### src/rtl/elm_link_pkg.sv
// elm_link_pkg: constants and state encoding shared by both ends of the ELM 16-bit word link
package elm_link_pkg;
    localparam int WORD_W = 16;
    localparam int NUM_WORDS = 16;
    localparam int CNT_W = 5;
    localparam int VEC_W = WORD_W * NUM_WORDS;
    localparam int ACK_TIMEOUT = 64;
    typedef enum logic [1:0] {IDLE = 2'd0, SHIFT = 2'd1, WAIT_ACK = 2'd2} state_e;
endpackage

### src/rtl/elm_serializer_if.sv
// elm_serializer_if: parallel load, serial word stream and handshake of the ELM serializer
interface elm_serializer_if;
    import elm_link_pkg::*;
    logic [VEC_W-1:0] parallel_data;
    logic start;
    logic hold;
    logic ack;
    logic [WORD_W-1:0] serial_data;
    logic [CNT_W-1:0] count;
    logic tx;
    logic busy;
    logic done;
    modport master (output parallel_data, start, hold, ack, input serial_data, count, tx, busy, done);
    modport slave (input parallel_data, start, hold, ack, output serial_data, count, tx, busy, done);
endinterface

### src/rtl/elm_serializer.sv
// elm_serializer: streams a 256-bit vector as sixteen 16-bit words, MSW first, then waits for ack.
// SER_ACK_TIMEOUT_EN adds err_o and abandons WAIT_ACK after ACK_TIMEOUT cycles without ack.
module elm_serializer
    import elm_link_pkg::*;
(
    input  logic clk,
    input  logic rst,
    elm_serializer_if.slave link_if
`ifdef SER_ACK_TIMEOUT_EN
    ,
    output logic err_o
`endif
);
    localparam logic [CNT_W-1:0] LAST = CNT_W'(NUM_WORDS - 1);
    state_e state_q, state_d;
    logic [VEC_W-1:0] shift_q, shift_d;
    logic [CNT_W-1:0] cnt_q, cnt_d, count_q, count_d;
    logic [WORD_W-1:0] ser_q, ser_d;
    logic tx_q, tx_d, busy_q, busy_d, done_q, done_d;
    logic load, emit, to_hit;
    assign load = state_q == IDLE && link_if.start;
    assign emit = state_q == SHIFT && !link_if.hold;
`ifdef SER_ACK_TIMEOUT_EN
    localparam int TO_W = $clog2(ACK_TIMEOUT);
    logic [TO_W-1:0] to_q, to_d;
    logic err_q;
    // ack on the final timeout cycle still wins over the timeout
    assign to_hit = state_q == WAIT_ACK && !link_if.ack && to_q == TO_W'(ACK_TIMEOUT - 1);
    assign to_d = state_q == WAIT_ACK ? to_q + TO_W'(1) : '0;
    always_ff @(posedge clk or posedge rst) begin
        if (rst) begin
            to_q <= '0;
            err_q <= 1'b0;
        end else begin
            to_q <= to_d;
            err_q <= to_hit;
        end
    end
    assign err_o = err_q;
`else
    assign to_hit = 1'b0;
`endif
    always_ff @(posedge clk or posedge rst) begin
        if (rst) state_q <= IDLE;
        else state_q <= state_d;
    end
    always_comb begin
        state_d = state_q;
        case (state_q)
            IDLE: state_d = link_if.start ? SHIFT : IDLE;
            SHIFT: state_d = (emit && cnt_q == '0) ? WAIT_ACK : SHIFT;
            WAIT_ACK: state_d = (link_if.ack || to_hit) ? IDLE : WAIT_ACK;
            default: state_d = IDLE;
        endcase
    end
    // count_q is the registered copy seen by the receiver; cnt_q runs one word ahead of it
    always_comb begin
        shift_d = load ? link_if.parallel_data : emit ? {shift_q[VEC_W-WORD_W-1:0], {WORD_W{1'b0}}} : shift_q;
        cnt_d = load ? LAST : emit ? cnt_q - CNT_W'(1) : cnt_q;
        ser_d = emit ? shift_q[VEC_W-1 -: WORD_W] : ser_q;
        count_d = emit ? cnt_q : (state_q == WAIT_ACK && state_d == IDLE) ? LAST : count_q;
        tx_d = emit;
        busy_d = state_d != IDLE;
        done_d = state_q == WAIT_ACK && link_if.ack;
    end
    always_ff @(posedge clk or posedge rst) begin
        if (rst) begin
            shift_q <= '0;
            cnt_q <= LAST;
            count_q <= LAST;
            ser_q <= '0;
            tx_q <= 1'b0;
            busy_q <= 1'b0;
            done_q <= 1'b0;
        end else begin
            shift_q <= shift_d;
            cnt_q <= cnt_d;
            count_q <= count_d;
            ser_q <= ser_d;
            tx_q <= tx_d;
            busy_q <= busy_d;
            done_q <= done_d;
        end
    end
    assign link_if.serial_data = ser_q;
    assign link_if.count = count_q;
    assign link_if.tx = tx_q;
    assign link_if.busy = busy_q;
    assign link_if.done = done_q;
endmodule

### src/flat_wrapper.sv
// flat-port wrapper written by rule: the top's interface ports become plain ports
module elm_serializer_flat import elm_link_pkg::*;
  (clk, rst, link_if_parallel_data, link_if_start, link_if_hold, link_if_ack, link_if_serial_data, link_if_count, link_if_tx, link_if_busy, link_if_done);
  elm_serializer_if link_if_i ();
  input  logic clk;
  input  logic rst;
  input wire logic [$bits(link_if_i.parallel_data)-1:0] link_if_parallel_data;
  input wire logic [$bits(link_if_i.start)-1:0] link_if_start;
  input wire logic [$bits(link_if_i.hold)-1:0] link_if_hold;
  input wire logic [$bits(link_if_i.ack)-1:0] link_if_ack;
  output wire logic [$bits(link_if_i.serial_data)-1:0] link_if_serial_data;
  output wire logic [$bits(link_if_i.count)-1:0] link_if_count;
  output wire logic [$bits(link_if_i.tx)-1:0] link_if_tx;
  output wire logic [$bits(link_if_i.busy)-1:0] link_if_busy;
  output wire logic [$bits(link_if_i.done)-1:0] link_if_done;
  assign link_if_i.parallel_data = link_if_parallel_data;
  assign link_if_i.start = link_if_start;
  assign link_if_i.hold = link_if_hold;
  assign link_if_i.ack = link_if_ack;
  assign link_if_serial_data = link_if_i.serial_data;
  assign link_if_count = link_if_i.count;
  assign link_if_tx = link_if_i.tx;
  assign link_if_busy = link_if_i.busy;
  assign link_if_done = link_if_i.done;
  elm_serializer u_core (.clk(clk), .rst(rst), .link_if(link_if_i));
endmodule
### config.mk
export PLATFORM = sky130hd
export DESIGN_NAME = elm_serializer_flat
export DESIGN_NICKNAME = d
export VERILOG_FILES = /design/src/rtl/elm_link_pkg.sv /design/src/rtl/elm_serializer_if.sv /design/src/rtl/elm_serializer.sv /design/src/flat_wrapper.sv
export SDC_FILE = /design/constraint.sdc
export NUM_CORES = 1
export LEC_CHECK = 0
export CAP_MARGIN = 10
export CORE_AREA = 4 4 170 172
export DETAILED_ROUTE_END_ITERATION = 8
export DIE_AREA = 0 0 174 176
export PLACE_DENSITY = 0.76
export REMOVE_ABC_BUFFERS = 1
export SYNTH_ARGS = -nofsm -noshare
export SYNTH_HDL_FRONTEND = slang
export SYNTH_SLANG_ARGS = --single-unit
### constraint.sdc
create_clock -name clk -period 8.4 [get_ports clk]
set_input_delay 0.84 -clock clk [delete_from_list [all_inputs] [get_ports clk]]
set_output_delay 0.84 -clock clk [all_outputs]
set_load 0.005 [all_outputs]
==> impl_metrics.csv <==
group,metric,value,unit
synth,synth_ff_type,"dfrtp_1",
power_and_ir_drop,p_seq_frac,0.424,
power_and_ir_drop,power_switching_share,0.324,
cells_and_area,stdcell_count,1806,
worst_setup_path,crit_family,"buffers and inverters",
cells_and_area,area_growth,30.5,%
synth,yosysSeqAreaShare,0.577,
synth,synth_area_leaders,"dfrtp_1 56%, a22o_1 9.1%, a21oi_1 8.9%, a21o_1 6.9%, nand2_1 4.8%",
worst_setup_path,worstSetupStartpointType,"primary input",
worst_setup_path,critical-path-max-stage-delay,0.98,ns
timing,grt_setup_unrepaired,"false",
power_and_ir_drop,ir_drop,0.187,mV
timing,hold_violations,0,
power_and_ir_drop,clock_power_share,0.249,
place,dp_cells,1746,
cells_and_area,fin_nets,1695,
synth,syn_area,0.0125,sq mm
place,place.gp.congestion,0.768,
worst_setup_path,cp_data_required_time,8.87,ns
power_and_ir_drop,p_sw,1.79,mW
global_route,track_usage,0.195,
power_and_ir_drop,p_leak,7.89,nW
global_route,grt_max_degree,183,
cells_and_area,final_common_cell,"clkdlybuf4s50_1",
clocking,holdBufCountCts,0,
floorplan,rows,61,
timing,period_minus_slack,4.18,ns
outcome,status,"finished clean",
global_route,grt_pass1_vias,9804,
synth,syn_avg_cell_area,10.3,sq um
routing,wirelength,31.4,mm
floorplan,die_height,176,um
power_and_ir_drop,power,5.54,mW
cells_and_area,drive_gt1_frac,0.0522,
worst_setup_path,crit_slowest_cell,"nor2_4",
synth,ys_seq_elements,287,
routing,via_per_inst,5.45,
timing,worst_pin_slew,1.08,ns
clocking,clockBufferDepth,3,
clocking,htree_num_levels,1,
global_route,gr-total-overflow,0,
worst_setup_path,endpoint_kind,"flip-flop",
synth,async_flop_share,1.00,
cells_and_area,most-common-layout-cells,"284 x clkdlybuf4s50_1, 279 x dfrtp_1, 221 x a21oi_1, 160 x nand2_1, 130 x a22o_1",
routing,drt_iter0_markers,837,
synth,synth_top_area_frac,0.561,
timing,maxSlewViolCount,0,
floorplan,dieArea,0.0306,sq mm
worst_setup_path,worstPathCellList,"clkdlybuf4s50_1 -> or3b_4 -> inv_8 -> nor2_4 -> buf_4 -> a22o_1",
timing,fin_crit_sh,0.498,
floorplan,core_area,0.0275,sq mm
clocking,cts_setup_buffers,0,
synth,synth_cells,1212,
power_and_ir_drop,internal_power,3.75,mW
cells_and_area,fillers,2360,
clocking,cts_resized,0,
worst_setup_path,arrival,4.65,ns
routing,ant_nets,0,
clocking,cts_root_buffer,"clkbuf_16",
timing,setup_viol_count_final,0,
timing,finalWorstSetupSlack,4.22,ns
floorplan,die_w,174,um
global_route,grt_antenna_before_repair,4,
place,dp_hpwl,19.6,mm
synth,yosysTopAreaCell,"dfrtp_1",
clocking,cts_sinks,287,
global_route,grt_pass1_wl,50.3,mm
power_and_ir_drop,p_comb_frac,0.327,
floorplan,ios,285,
routing,drc,0,
worst_setup_path,path_buf_inv,3,
clocking,cts_buffers,30,
timing,relSlewSlack,0.277,
synth,yosys_warnings,0,
timing,max_freq,239,MHz
clocking,cts_tree,"done",
run,cap_violations,0,
min_path,hold_path_class,"flip-flop to flip-flop",
place,place_ws,3.75,ns
place,dpl_cell_area,0.0152,sq mm
place,port_buffers,284,
routing,avgRoutedWirePerCell,17.4,um
routing,dr_total_vias,9845,
floorplan,initial_utilization,0.453,
routing,firstDrtPassIters,5,
cells_and_area,stdcell_area,0.0163,sq mm
power_and_ir_drop,power.density,341,mW/mm^2
worst_setup_path,crit_fanout,175,
synth,synth-edff-count,0,
worst_setup_path,path_class,"primary input to flip-flop",
timing,skew,0.00695,ns
clocking,clock_latency,0.54,ns
synth,ys_types,35,
clocking,cts.clk_slew.worst_paths,0.06,ns
power groups by stage:
| stage | clock, mW | combinational, mW | sequential (mW) |
|---|---|---|---|
| final | 1.38 | 1.81 | 2.35 |
| after global placement | 0 | 1.76 | 2.33 |
| after floorplan | 0 | 1.38 | 2.28 |
| after detailed placement | 0 | 1.83 | 2.37 |
| after CTS | 1.41 | 1.84 | 2.34 |
| after global routing | 1.47 | 2.05 | 2.42 |
per-stage QoR:
stage	TNS, ns	hold WS (ns)	utilization
after floorplan	-1345.92	0.439	-
after global placement	0	0.448	0.553
after detailed placement	0	0.454	0.553
after CTS	0	0.468	0.591
after global routing	0	0.481	0.591
final	0	0.470	0.591
worst reg2reg max path, cell delays in order, from the launching register on:
cell     delay, ns
dfrtp_1       0.48
or3b_4        0.70
inv_8         0.47
nor2_4        1.07
buf_4         0.88
a22o_1        0.32
flip-flops by register name, indices dropped and copies added (netlist names):
register                    cells
u_core.cnt_q                    5
u_core.shift_q                256
u_core.link_if.busy             1
u_core.link_if.count            5
u_core.link_if.tx               1
u_core.link_if.serial_data     16
u_core.link_if.done             1
u_core.state_q                  2
Yosys cell counts, drive strengths merged, types with 6 or more instances:
master	number
dfrtp	279
a21oi	221
nand2	160
a22o	130
nor2	130
a21o	114
buf	81
clkbuf	23
o22ai	18
nor3	17
dfstp	8
inv	6
path summary, 6_finish.rpt:
path	end	startpoint	slack (ns)	cells after the start
setup / recovery	u_core.shift_q[3]	link_if_hold	4.22	6
hold / removal	u_core.link_if.serial_data[9]	u_core.shift_q[249]	0.47	2
setup reg to reg	u_core.shift_q[3]	u_core.state_q[0]	4.41	5
hold reg to reg	u_core.link_if.serial_data[9]	u_core.shift_q[249]	0.47	2
max in group asynchronous	u_core.shift_q[129]	rst	6.02	3
min in group asynchronous	u_core.shift_q[3]	rst	0.85	2
cell type report:
class	instances	area [sq um]	share of cell area
clock buffer	44	915	0.0563
inverter	6	37.5	0.00231
clock inverter	12	139	0.00855
tap	346	433	0.0266
antenna	4	10.0	0.000616
timing repair buffer	292	2920	0.179
sequential	287	7190	0.443
multi-input combinational	815	4610	0.284
metal layers:
layer,vias up,share of wire,GRT usage
met1,4796,0.43,0.263
li1,4707,-,-
met5,-,0.00041,0
met4,2,0.029,0.0640
met3,48,0.060,0.0400
met2,292,0.48,0.320
kinds of logic (layout without fill, tap and decap cells):
| family | Yosys count | count (layout) | synth area share |
|---|---|---|---|
| simple gates | 320 | 320 | 0.102 |
| mux | 2 | 2 | 0.00161 |
| other cells | 0 | 4 | 0 |
| compound gates | 491 | 491 | 0.263 |
| fa+ha+maj | 2 | 2 | 0.00201 |
| flops | 287 | 287 | 0.577 |
| buf+inv | 110 | 354 | 0.0538 |
Power figures use the tool's default switching activity.
==> RTL change 1 (same settings) <==
Encoding of `state_e`: now one-hot (3 bits for 3 states).
--- a/src/rtl/elm_link_pkg.sv
+++ b/src/rtl/elm_link_pkg.sv
@@ -6,5 +6,5 @@
     localparam int VEC_W = WORD_W * NUM_WORDS;
     localparam int ACK_TIMEOUT = 64;
-    typedef enum logic [1:0] {IDLE = 2'd0, SHIFT = 2'd1, WAIT_ACK = 2'd2} state_e;
+    typedef enum logic [2:0] {IDLE = 3'b001, SHIFT = 3'b010, WAIT_ACK = 3'b100} state_e;
 endpackage
 
Formal check against the unedited RTL: same outputs for any inputs over 10 cycles, from zero or initial values and one cycle with rst high; not proved beyond that.
==> RTL change 1 against the unedited design <==
  * Fmax up 11%
  * Routed wire length up 2.5%
  * Global-route usage up 0.37 points
  * Total power about the same
  * Cell area up 1.3%
  * Register-to-register slack better by 440 ps
  * Synthesized area up 0.74%
  * Sequential share of layout area down 0.42 points
  * Die area unchanged
  * Sequential cell count up 1
  * Worst setup slack better by 430 ps
  * Critical path depth unchanged
==> RTL change 1: results <==
metrics = {
    "outcome": {
        "status": "complete, no violations",
    },
    "global_route": {
        "grt_pass1_wl_mm": 51.6,
        "grt_pass1_vias": 10200,
        "grt_max_degree": 241,
    },
    "drt": {
        "drt_iter0_markers": 1060,
        "wl_mm": 32.2,
        "vias": 10500,
    },
    "setup_path": {
        "r2r_end": "u_core.shift_q[165]",
        "r2r-start": "u_core.state_q[1]",
        "cpMaxStageDelayCell": "buf_4",
        "arrival_ps": 4210,
    },
    "final_layout": {
        "drive_gt1_share_pct": 4.70,
        "nets": 1836,
        "n_fill_cell": 2345,
    },
    "pwr": {
        "internal_power_uw": 3740,
        "powerDensity_mw_per_mm2": 336,
        "power_clock_uw": 1490,
        "sequentialPowerShare_pct": 43.5,
    },
    "clock_tree": {
        "cts_inserted_buffers": 31,
    },
    "placed_design": {
        "dpl_cell_area_sq_mm": 0.0153,
        "place_inst": 1886,
    },
    "logic_synthesis": {
        "synth_cell_types": 38,
        "ys_top_cells_by_count": "nand2_1, dfrtp_1, nor2_1",
        "synth_area_per_cell_sq_um": 9.19,
    },
    "timing": {
        "finClkSkew_ps": 7.09,
    },
}
RTL change 1: tightest hold or removal path, cell delays in order, from the launching register on:
cell	delay, ps
dfrtp_1	350
nand2_1	50
nand2_1	50
RTL change 1: final cells by class:
type,instances,area share [%]
diodes,5,0.0760
clock buffers,45,5.40
clock inverters,12,1.43
inverters,20,0.547
multi-input cells,940,28.3
flip-flops and latches,288,43.8
well taps,346,2.63
repair buffers,292,17.8
RTL change 1: logic make-up after synthesis:
logic type               Yosys count  share of synthesized area (%)
buffers and inverters            138                           5.61
flip-flops                       288                           57.5
adder cells (fa/ha/maj)            2                          0.199
AND/OR/NAND/NOR                  650                           21.4
multiplexers                       2                          0.160
AO/OA/AOI/OAI                    286                           15.1
RTL change 1: per-layer routing:
metal | global-route usage, % | share of wire [%] | vias to the layer above
met5 | 0 | 0.040 | -
met4 | 7.26 | 2.6 | 2
met3 | 4.24 | 6.3 | 57
met2 | 31.7 | 48 | 326
met1 | 27.2 | 43 | 5035
li1 | - | - | 5122
RTL change 1: how the worst min path moves through the flow:
stage	start	cells after the start	endpoint	slack (ps)
after floorplan	u_core.shift_q[255]	2	u_core.link_if.serial_data[15]	440
after global placement	u_core.shift_q[255]	2	u_core.link_if.serial_data[15]	450
after detailed placement	u_core.shift_q[255]	2	u_core.link_if.serial_data[15]	460
after CTS	u_core.link_if.serial_data[0]	2	u_core.link_if.serial_data[0]	480
after global routing	u_core.link_if.serial_data[0]	2	u_core.link_if.serial_data[0]	500
final	u_core.shift_q[255]	2	u_core.link_if.serial_data[15]	480
==> RTL change 2 (same settings) <==
Without the edit above. Change the package constant `WORD_W` from 16 to 20.
--- a/src/rtl/elm_link_pkg.sv
+++ b/src/rtl/elm_link_pkg.sv
@@ -1,5 +1,5 @@
 // elm_link_pkg: constants and state encoding shared by both ends of the ELM 16-bit word link
 package elm_link_pkg;
-    localparam int WORD_W = 16;
+    localparam int WORD_W = 20;
     localparam int NUM_WORDS = 16;
     localparam int CNT_W = 5;
Ports: changed (resized link_if_parallel_data and link_if_serial_data); port bits go from 285 to 353. No check against the original RTL was run, so the function may have changed too.
==> RTL change 2 against the unedited design <==
  * Synthesized area is 23% higher
  * Total power is 23% higher
  * Routed wire length is 25% higher
  * Cell area is 23% higher
  * Sequential cell count is 68 higher
  * Hold slack better by 1.8 ps
  * Fmax is 23% higher
  * Utilization is 14 points higher
  * Register-to-register slack better by 840 ps
  * Clock power is 22% higher
  * Die area stayed put
  * Worst setup slack better by 800 ps
  * Critical endpoint is now u_core.link_if.count[1]
  * Largest cell class unchanged
==> RTL change 2: results <==
metrics = {
    "clock_tree": {
        "clk_pin_slew_ps": 60,
        "max-clock-path-buffers": 3,
        "clk_latency_ps": 520,
        "htreeDepth": 2,
        "cts_inserted_buffers": 37,
    },
    "logic_synthesis": {
        "yosys-top-cells-area": "dfrtp_1, a22o_1, a21oi_1, a21o_1, nand2_1",
        "ys_top_cells_by_count": "dfrtp_1, a21oi_1, nand2_1",
        "ys_warn_count": 0,
        "synth_cell_types": 35,
        "ys_async_sr_fraction_pct": 100,
        "yosysSeqAreaShare_pct": 58.0,
    },
    "hold_path": {
        "min_path_type": "flop to flop",
    },
    "final_layout": {
        "nets": 2086,
        "drive_gt1_share_pct": 4.93,
        "largest_reg_flops": 320,
    },
    "drt": {
        "drt_iter0_markers": 1230,
        "dr.pass1.iters": 7,
        "drc_errors": 0,
        "wl_mm": 39.3,
        "vias_per_cell": 5.74,
    },
    "global_route": {
        "grt_antenna_before_repair": 12,
        "gr-usage-all-layers_pct": 24.7,
        "grt_pass1_wl_mm": 62.4,
        "grt_pass1_vias": 11800,
        "grt_max_degree": 187,
    },
    "placed_design": {
        "dpl_cell_area_sq_mm": 0.0187,
        "dpl.hpwl_mm": 24.3,
        "gp_congestion": 0.809,
        "io_buffers": 352,
    },
    "outcome": {
        "status": "complete, no violations",
    },
    "setup_path": {
        "path_max_fanout": 146,
        "cpLargestDelayFamily": "buffers and inverters",
        "max_stage_delay_ps": 810,
        "cpMaxStageDelayCell": "buf_4",
    },
    "pwr": {
        "vdd.ir_drop.worst_mv": 0.193,
        "p_leak_uw": 0.00981,
    },
    "timing": {
        "slew-limit-headroom_pct": 30.0,
        "finClkSkew_ps": 7.12,
    },
}
-- RTL change 2: cell types whose count changed in the layout (fill, tap and decap cells not counted), sizes merged, moves of 6 or more --
cell and delta:
a21o +36, dfrtp +68, nand2 +32, clkbuf +11, a22o +40, clkdlybuf4s50 +68, a21oi +40, diode +6
nor2 +24
-- RTL change 2: logic make-up after synthesis --
kind of cell	after synthesis	synth area share (%)
adders and majority gates	2	0.163
and+or+nand+nor	380	9.79
buffers and inverters	133	5.05
DFF	355	58.0
AOI/OAI and AO/OA	611	26.9
muxes	2	0.131
-- RTL change 2: metrics by stage --
step	hold WS (ps)	std cells	setup slack [ps]	total power [uW]
global route	482	2141	4850	7300
finish	471	2142	5010	6820
global placement	449	2066	4580	5030
detailed placement	457	2066	4520	5150
CTS	472	2132	5070	6860
floorplan	439	1356	-25950	4720
-- RTL change 2: worst register-to-register path: stages (launching register included) --
cell and delay [ps]:
dfrtp_1 510, or3b_4 620, clkinv_8 540, buf_4 850, or2_2 370, a2bb2oi_1 190
-- RTL change 2: power breakdown --
group / switching (uW) / leakage (uW) / internal, uW / total (uW)
Clock: 658 / 0.000634 / 1030 / 1690
Sequential: 405 / 0.00447 / 2490 / 2890
Combinational: 1140 / 0.00471 / 1100 / 2240
-- RTL change 2: worst paths after layout --
path,from,to,slack [ps]
worst max-delay path,link_if_hold,u_core.link_if.count[1],5010
max in group asynchronous,rst,u_core.shift_q[292],6130
worst min-delay path,u_core.shift_q[313],u_core.link_if.serial_data[13],470
worst max register to register,u_core.state_q[0],u_core.link_if.count[1],5250
worst min register to register,u_core.shift_q[313],u_core.link_if.serial_data[13],470
min in group asynchronous,rst,u_core.shift_q[40],830
-- RTL change 2: layout make-up --
cell class                      instances  area, sq um
Fill cell                            2088         7490
Multi-Input combinational cell        995         5680
Sequential cell                       355         8890
Clock inverter                         11          134
Tap cell                              346          433
Timing Repair Buffer                  364         3640
Antenna cell                           10         25.0
Clock buffer                           55         1140
Inverter                                6         42.5
-- RTL change 2: layer usage --
metal | track usage [%] | part of all wire (%)
met5 | 0 | 0.13
met4 | 8.91 | 3.1
met3 | 5.89 | 6.8
met2 | 39.4 | 49
met1 | 33.6 | 41
